<file path="src/rtl/line_adaptor_pkg.sv">
// Shared types and defaults for the cache line <-> memory burst adaptor.
package line_adaptor_pkg;

  typedef enum logic [1:0] {
    IDLE  = 2'd0,
    READ  = 2'd1,
    WRITE = 2'd2,
    DONE  = 2'd3
  } state_t;

  localparam int NUM_BEATS_DEFAULT = 4;
  localparam int S_BEAT_DEFAULT    = 64;

endpackage

</file>
<file path="src/rtl/line_burst_adaptor.sv">
// Converts full-line fill/writeback requests into NUM_BEATS-beat bursts on the memory bus.
// Optional LINE_ADAPTOR_ALIGN_EN forces the burst address to be line-aligned.
module line_burst_adaptor
  import line_adaptor_pkg::*;
#(
  parameter int S_OFFSET  = 5,
  parameter int S_LINE    = 8 * 2**S_OFFSET,
  parameter int S_BEAT    = S_BEAT_DEFAULT,
  parameter int NUM_BEATS = S_LINE / S_BEAT
) (
  input  logic              clk,
  input  logic              rst,
  input  logic [S_LINE-1:0] line_i,
  output logic [S_LINE-1:0] line_o,
  input  logic [31:0]       address_i,
  input  logic              read_i,
  input  logic              write_i,
  output logic              resp_o,
  input  logic [S_BEAT-1:0] burst_i,
  output logic [S_BEAT-1:0] burst_o,
  output logic [31:0]       address_o,
  output logic              read_o,
  output logic              write_o,
  input  logic              resp_i
);

  localparam int              CW        = $clog2(NUM_BEATS);
  localparam logic [CW-1:0]   LAST_BEAT = CW'(NUM_BEATS - 1);

  state_t            state_q, state_d;
  logic [CW-1:0]     beat_q;
  logic [31:0]       addr_q;
  logic [S_LINE-1:0] line_q;
  logic [S_LINE-1:0] wbuf_q;

  logic start;
  assign start = (state_q == IDLE) && (read_i || write_i);

  // NOTE: sequential state uses non-blocking assignments so every flop samples
  // pre-edge values regardless of process evaluation order.
  always_ff @(posedge clk) begin
    if (rst) state_q <= IDLE;
    else     state_q <= state_d;
  end

  // NOTE: every always_comb output gets a default first so no path leaves it
  // unassigned, which would otherwise infer a latch.
  always_comb begin
    state_d = state_q;
    case (state_q)
      IDLE: begin
        if (write_i)     state_d = WRITE;  // writeback precedes fill
        else if (read_i) state_d = READ;
      end
      READ, WRITE: begin
        if (resp_i && (beat_q == LAST_BEAT)) state_d = DONE;
      end
      DONE:    state_d = IDLE;
      default: state_d = IDLE;
    endcase
  end

  always_comb begin
    read_o  = 1'b0;
    write_o = 1'b0;
    resp_o  = 1'b0;
    burst_o = '0;
    case (state_q)
      READ:  read_o = 1'b1;
      WRITE: begin
        write_o = 1'b1;
        burst_o = wbuf_q[beat_q*S_BEAT +: S_BEAT];
      end
      DONE:    resp_o = 1'b1;
      default: ;
    endcase
  end

  // Address, beat counter and assembled line; the counter wraps naturally after the last beat.
  always_ff @(posedge clk) begin
    if (rst) begin
      addr_q <= '0;
      beat_q <= '0;
      line_q <= '0;
    end else begin
      case (state_q)
        IDLE: begin
          if (start) begin
            addr_q <= address_i;
            beat_q <= '0;
          end
        end
        READ: begin
          if (resp_i) begin
            line_q[beat_q*S_BEAT +: S_BEAT] <= burst_i;
            beat_q                          <= beat_q + 1'b1;
          end
        end
        WRITE: begin
          if (resp_i) beat_q <= beat_q + 1'b1;
        end
        default: ;
      endcase
    end
  end

  // NOTE: the write buffer is pure data storage with no reset; it is only
  // observed on burst_o while in WRITE, after it has been loaded.
  always_ff @(posedge clk) begin
    if ((state_q == IDLE) && write_i) wbuf_q <= line_i;
  end

  assign line_o = line_q;

`ifdef LINE_ADAPTOR_ALIGN_EN
  assign address_o = {addr_q[31:S_OFFSET], {S_OFFSET{1'b0}}};
`else
  assign address_o = addr_q;
`endif

endmodule
</file>
<file path="config.mk">
export PLATFORM = sky130hd
export DESIGN_NAME = line_burst_adaptor
export DESIGN_NICKNAME = d
export VERILOG_FILES = /design/src/rtl/line_adaptor_pkg.sv /design/src/rtl/line_burst_adaptor.sv
export SDC_FILE = /design/constraint.sdc
export NUM_CORES = 1
export LEC_CHECK = 0
export CORE_AREA = 10 10 270 272
export CTS_CLUSTER_DIAMETER = 120
export DETAILED_ROUTE_END_ITERATION = 10
export DIE_AREA = 0 0 280 282
export GPL_ROUTABILITY_DRIVEN = 0
export PLACE_DENSITY = 0.6
export REMOVE_ABC_BUFFERS = 1
export SYNTH_ARGS = -nofsm -noshare
export SYNTH_HDL_FRONTEND = slang
export SYNTH_SLANG_ARGS = --single-unit
</file>
<file path="constraint.sdc">
create_clock -name clk -period 14.3 [get_ports clk]
set_input_delay 2.145 -clock clk [delete_from_list [all_inputs] [get_ports clk]]
set_output_delay 2.145 -clock clk [all_outputs]
set_load 0.02 [all_outputs]
</file>
==> results of run 1 <==
## per-layer routing
| metal | vias to the layer above | track usage [%] |
|---|---|---|
| met1 | 7822 | 20.6 |
| met5 | - | 0 |
| li1 | 7233 | - |
| met2 | 707 | 32.6 |
| met4 | 28 | 5.64 |
| met3 | 142 | 10.1 |
## cell usage after synthesis, drive strengths merged
master / number
and2: 66
a32oi: 64
mux4: 64
o21ai: 2
o211ai: 1
a2111o: 1
edfxtp: 256
nor3b: 66
inv: 5
or3: 1
nand3: 132
mux2i: 2
buf: 66
o21a: 1
ha: 11
nor3: 1
nor4bb: 1
nand3b: 1
and3: 3
a31o: 64
o31ai: 2
o311ai: 2
nor2: 65
nor2b: 1
dfxtp: 292
a21oi: 161
clkbuf: 77
nor4b: 2
nand2: 196
## through the flow
step | utilization, % | instance area [sq um]
2_1_floorplan | - | 19800
3_3_place_gp | 41.7 | 28300
3_5_place_dp | 41.7 | 28300
4_1_cts | 44.7 | 30300
5_1_grt | 44.7 | 30300
6_report | 44.7 | 30300
## power by group through the flow
stage          logic, mW  registers, mW  clock network (mW)
6_report            1.08           1.96                1.58
5_1_grt             1.15           1.98                1.69
4_1_cts             1.10           1.96                1.62
3_5_place_dp        1.10           1.99                   0
3_3_place_gp        1.07           1.99                   0
2_1_floorplan      0.509           2.08                   0
## critical path, delay by kind of cell, from the launching register on
kind / cells / cell delay [ns]
simple gates: 1 / 0.17
buf+inv: 2 / 1.40
mux: 1 / 0.59
flops: 1 / 0.74
## logic make-up after synthesis
family	after synthesis
flops	548
simple gates	535
compound gates	298
buf+inv	148
mux	66
fa+ha+maj	11
## area by class of cell
type	instances	area (sq um)	share of cell area, %
sequential	548	13500	44.7
clock inverter	32	328	1.08
inverter	5	18.8	0.0619
clock buffer	80	1700	5.60
tap	882	1100	3.64
timing repair buffer	730	7280	24.0
multi-input combinational	910	6320	20.9
antenna	6	15.0	0.0496
## state kept, by name, indices dropped and copies added, names as in the netlist
name	flops
wbuf_q	256
state_q	2
beat_q	2
address_o	32
line_o	256
## path summary, 6_finish.rpt
check / to / cells after the start / slack, ns / startpoint
max reg2reg: line_o[147] / 6 / 11.19 / beat_q[0]
max: burst_o[38] / 4 / 8.59 / beat_q[0]
min: line_o[206] / 2 / 0.45 / line_o[206]
min reg2reg: line_o[206] / 2 / 0.45 / line_o[206]
==> flow_metrics.tcl, run 1 <==
set metrics [dict create \
    drt-initial-drc-count 1222 \
    initial_core_util_pct 30.2 \
    rsz0062_at_grt "false" \
    power_mw 4.61 \
    dpl_worst_slack_ns 9.08 \
    synth.top_cell.area_share_pct 37.5 \
    final-setup-viol-count 0 \
    vias_per_cell 4.99 \
    clkPwrFrac_pct 34.2 \
    cts_sinks 548 \
    insertion_delay_ns 0.61 \
    hpwl_microns 56400 \
    htreeDepth 2 \
    post_cts_resized 0 \
    outcome "finished clean" \
    stdcell_count 3193 \
    post-route-period-util_pct 39.9 \
    first_global_vias 16400 \
    layout.nets 2624 \
    endpoint_kind "primary output" \
    ys_types 37 \
    root_buffer "clkbuf_16" \
    worst_slack_ns 8.59 \
    rows 96 \
    grtUsageTotal_pct 19.3 \
    max_slew.worst_pin.slew_ns 1.32 \
    wl_met2_microns 38900 \
    period_minus_slack_ns 5.71 \
    dp.cells 3075 \
    core_sq_um 67700 \
    crit_chain "buf_4 > mux4_2 > and2_1 > clkdlybuf4s50_1" \
    drc 0 \
    relSlewSlack_pct 12.2 \
    final_max_slew_viol_count 0 \
    switching_power_mw 1.35 \
    arrival_ns 3.56 \
    chipHeight_microns 282 \
    area_delta_synth_final_pct 48.0 \
    p_int_mw 3.26 \
    holdWs_ns 0.449 \
    antenna_left 0 \
    synth_top_family_by_area "simple AND/OR/NAND/NOR gates" \
    synth_top_area_cell "edfxtp_1" \
    synthAdderAreaFrac_pct 0.672 \
    synth_compound_area_share_pct 9.75 \
    synth_xor_area_share_pct 0 \
    dr.max_layer_used "met5" \
    holdBufCountCts 0 \
    ir_drop_uv 137 \
    required_ns 12.15 \
    pwr-share-comb_pct 23.3 \
    port_buffers 711 \
    ys_ff_latch 548 \
    dieArea_sq_um 79000 \
    ioPinCount 712 \
    critical_path_class "flip-flop to primary output" \
    maxCapViolations 0 \
    antenna_found_initial 23 \
    grt_max_degree 194 \
    met3_wirelength_microns 9890 \
    vias 15900 \
    fin_skew_ns 0.0293 \
    fillers 6190 \
    cp_slowest_stage_delay_ns 0.81 \
    max_freq_mhz 175 \
    dr.pass1.iters 5 \
    switching_share_pct 29.2 \
    yosysSeqAreaShare_pct 66.1 \
    grt_pass1_wl_microns 114000 \
    avgSynthCellArea_sq_um 12.7 \
    final_hold_viol_count 0 \
    yosys.area_share.simple_pct 13.0 \
    synthesis.area_sq_um 20500 \
    crit_path_start_kind "flip-flop" \
    hold_path_class "flip-flop to flip-flop" \
    cts_tree "yes" \
    drt-met1-wl_microns 28800 \
    ys_top_cells_by_area "edfxtp_1 (38%), dfxtp_1 (29%), mux4_2 (7.0%), a21oi_1 (3.9%), nand2_1 (3.6%)" \
    die_width_microns 280 \
    layout_commonest_cell "clkdlybuf4s50_1" \
    crit_slowest_cell "buf_4" \
    pwr-share-seq_pct 42.5 \
    grt_overflow 0 \
    powerDensity_nw_per_um2 152 \
    synthMuxAreaShare_pct 7.14 \
    p_leak_nw 10.1 \
    mostFrequentLayoutCells "clkdlybuf4s50_1 (710), dfxtp_1 (290), edfxtp_1 (256)" \
    cts_buffers 61 \
    postSynthCellCount 1606 \
    routedWlPerCell_microns 25.0 \
    path_clk_slew_ns 0.06 \
    worstPathMaxFanout 44 \
    tns_ns 0 \
    final_layout_size_suffix_gt1_share_pct 10.8 \
    drt_wl_total_microns 79700 \
    ys_warn_count 0 \
    clock_path_buffers 3 \
    post_cts_buffers 0 \
]
(Power assumes the default switching activity.)
==> run 2: changes to the inputs <==
--- a/config.mk
+++ b/config.mk
@@ -5,12 +5,12 @@
 export SDC_FILE = /design/constraint.sdc
 export NUM_CORES = 1
 export LEC_CHECK = 0
-export CORE_AREA = 10 10 270 272
+export CORE_AREA = 10 10 271 273
 export CTS_CLUSTER_DIAMETER = 120
 export DETAILED_ROUTE_END_ITERATION = 10
-export DIE_AREA = 0 0 280 282
+export DIE_AREA = 0 0 281 283
 export GPL_ROUTABILITY_DRIVEN = 0
-export PLACE_DENSITY = 0.6
+export PLACE_DENSITY = 0.61
 export REMOVE_ABC_BUFFERS = 1
 export SYNTH_ARGS = -nofsm -noshare
 export SYNTH_HDL_FRONTEND = slang
==> constraint.sdc (replaced) <==
create_clock -name clk -period 4.6 [get_ports clk]
set_input_delay 0.69 -clock clk [delete_from_list [all_inputs] [get_ports clk]]
set_output_delay 0.69 -clock clk [all_outputs]
set_load 0.02 [all_outputs]
==> flow_metrics.tcl, run 2 (synthesis gave the netlist of run 1 again) <==
set metrics [dict create \
    first_global_vias 16300 \
    multi_input_area_sq_um 6320 \
    drt-initial-drc-count 1169 \
    required_ns 3.91 \
    worst_slack_ns 0.806 \
    dieArea_sq_um 79500 \
    final_hold_viol_count 0 \
    clkPwrFrac_pct 34.1 \
    chipHeight_microns 283 \
    relSlewSlack_pct 24.1 \
    r2r-start "beat_q[0]" \
    layout_commonest_cell "clkdlybuf4s50_1" \
    p_int_mw 10.2 \
    insertion_delay_ns 0.63 \
    vias 16100 \
    maxCapViolations 0 \
    crit_chain "buf_12 > mux4_2 > and2_1 > clkdlybuf4s50_1" \
    path_clk_slew_ns 0.06 \
    endpoint_kind "primary output" \
    p_leak_nw 10.2 \
    drt_wl_total_microns 81400 \
    antenna_found_initial 31 \
    period_minus_slack_ns 3.79 \
    cts_buffers 61 \
    layout.nets 2637 \
    dr.pass1.iters 5 \
    mostFrequentLayoutCells "clkdlybuf4s50_1 (710), dfxtp_1 (290), edfxtp_1 (256)" \
    powerDensity_nw_per_um2 473 \
    crit_end "burst_o[52]" \
    ir_drop_uv 312 \
    area_delta_synth_final_pct 49.1 \
    routedWlPerCell_microns 25.3 \
    grt_overflow 0 \
    switching_power_mw 4.26 \
    core_sq_um 68100 \
    grt_max_degree 142 \
    outcome "finished clean" \
    htreeDepth 2 \
    crit_path_start_kind "flip-flop" \
    fin_skew_ns 0.0394 \
    pwr-share-seq_pct 42.2 \
    max_slew.worst_pin.slew_ns 1.14 \
    critical_path_class "flip-flop to primary output" \
    r2r_end "line_o[163]" \
    rsz0062_at_grt "false" \
    final_max_slew_viol_count 0 \
    grtUsageTotal_pct 19.5 \
    crit_slowest_cell "dfxtp_4" \
    max_freq_mhz 264 \
    final-setup-viol-count 0 \
    vias_per_cell 5.01 \
    post-route-period-util_pct 82.5 \
    post_cts_buffers 0 \
    fillers 6169 \
    final_layout_size_suffix_gt1_share_pct 11.2 \
    worstPathMaxFanout 34 \
    die_width_microns 281 \
    post_cts_resized 0 \
    tns_ns 0 \
    cts_tree "yes" \
    power_mw 14.4 \
    grt_pass1_wl_microns 116000 \
    cp_slowest_stage_delay_ns 0.77 \
    startpoint "beat_q[0]" \
    hold_path_class "flip-flop to flip-flop" \
    fin_util_pct 44.8 \
    ioPinCount 712 \
    cts_sinks 548 \
    r2r_setup_slack_ns 1.50 \
    port_buffers 711 \
    antenna_left 0 \
    dpl_worst_slack_ns 1.37 \
    holdBufCountCts 0 \
    drc 0 \
    clock_path_buffers 3 \
    pwr-share-comb_pct 23.7 \
    rows 96 \
    seqCellArea_sq_um 13500 \
    initial_core_util_pct 30.1 \
    hpwl_microns 57900 \
    switching_share_pct 29.5 \
    root_buffer "clkbuf_16" \
    r2r_cells 6 \
    arrival_ns 3.10 \
]
[run 2: cell count changes in the layout (fill, tap and decap cells not counted), sizes merged]
cell	before	now
clkinv	21	13
diode	6	18
clkbuf	81	92
inv	10	9
buf	19	32
bufinv	6	3
clkinvlp	0	3
[run 2: worst min path at each step]
stage / start / end / depth (start not counted)
finish: line_o[231] / line_o[231] / 2
global route: line_o[180] / line_o[180] / 2
detailed placement: line_o[180] / line_o[180] / 2
floorplan: state_q[0] / state_q[0] / 2
CTS: line_o[240] / line_o[240] / 2
global placement: line_o[133] / line_o[133] / 2
[run 2: stage by stage]
stage               std cells  hold WS (ns)  area [sq um]
detailed placement       3087         0.442         28400
global route             3210         0.467         30500
floorplan                1463         0.469         19800
finish                   3220         0.448         30500
CTS                      3201         0.451         30500
global placement         3087         0.438         28400
[run 2: layer usage]
layer  routed length, microns  GRT usage (%)  part of all wire, %
met5                      164              0                 0.20
met4                     2180           6.43                  2.7
met3                     9890           9.14                   12
met2                    39900           33.0                   49
met1                    29300           21.1                   36
[run 2: area by class of cell]
cell class,instances,area share (%)
clock buffer,91,5.93
antenna,18,0.148
clock inverter,23,0.766
inverter,5,0.0615
sequential,548,44.3
tap,882,3.61
multi-input combinational,910,20.7
timing repair buffer,743,24.4
[run 2: worst max-delay path: cells and delay by family, from the launching register on]
kind                   cells  cell delay [ns]
flip-flops                 1             0.77
buffers and inverters      2             0.92
multiplexers               1             0.54
AND/OR/NAND/NOR            1             0.17
[run 2: power by group through the flow]
stage	Sequential [mW]	Clock (mW)	Combinational, mW
detailed placement	6.21	0	3.47
global placement	6.19	0	3.40
CTS	6.11	5.06	3.47
floorplan	6.43	0	1.51
global route	6.15	5.25	3.66
finish	6.09	4.93	3.42
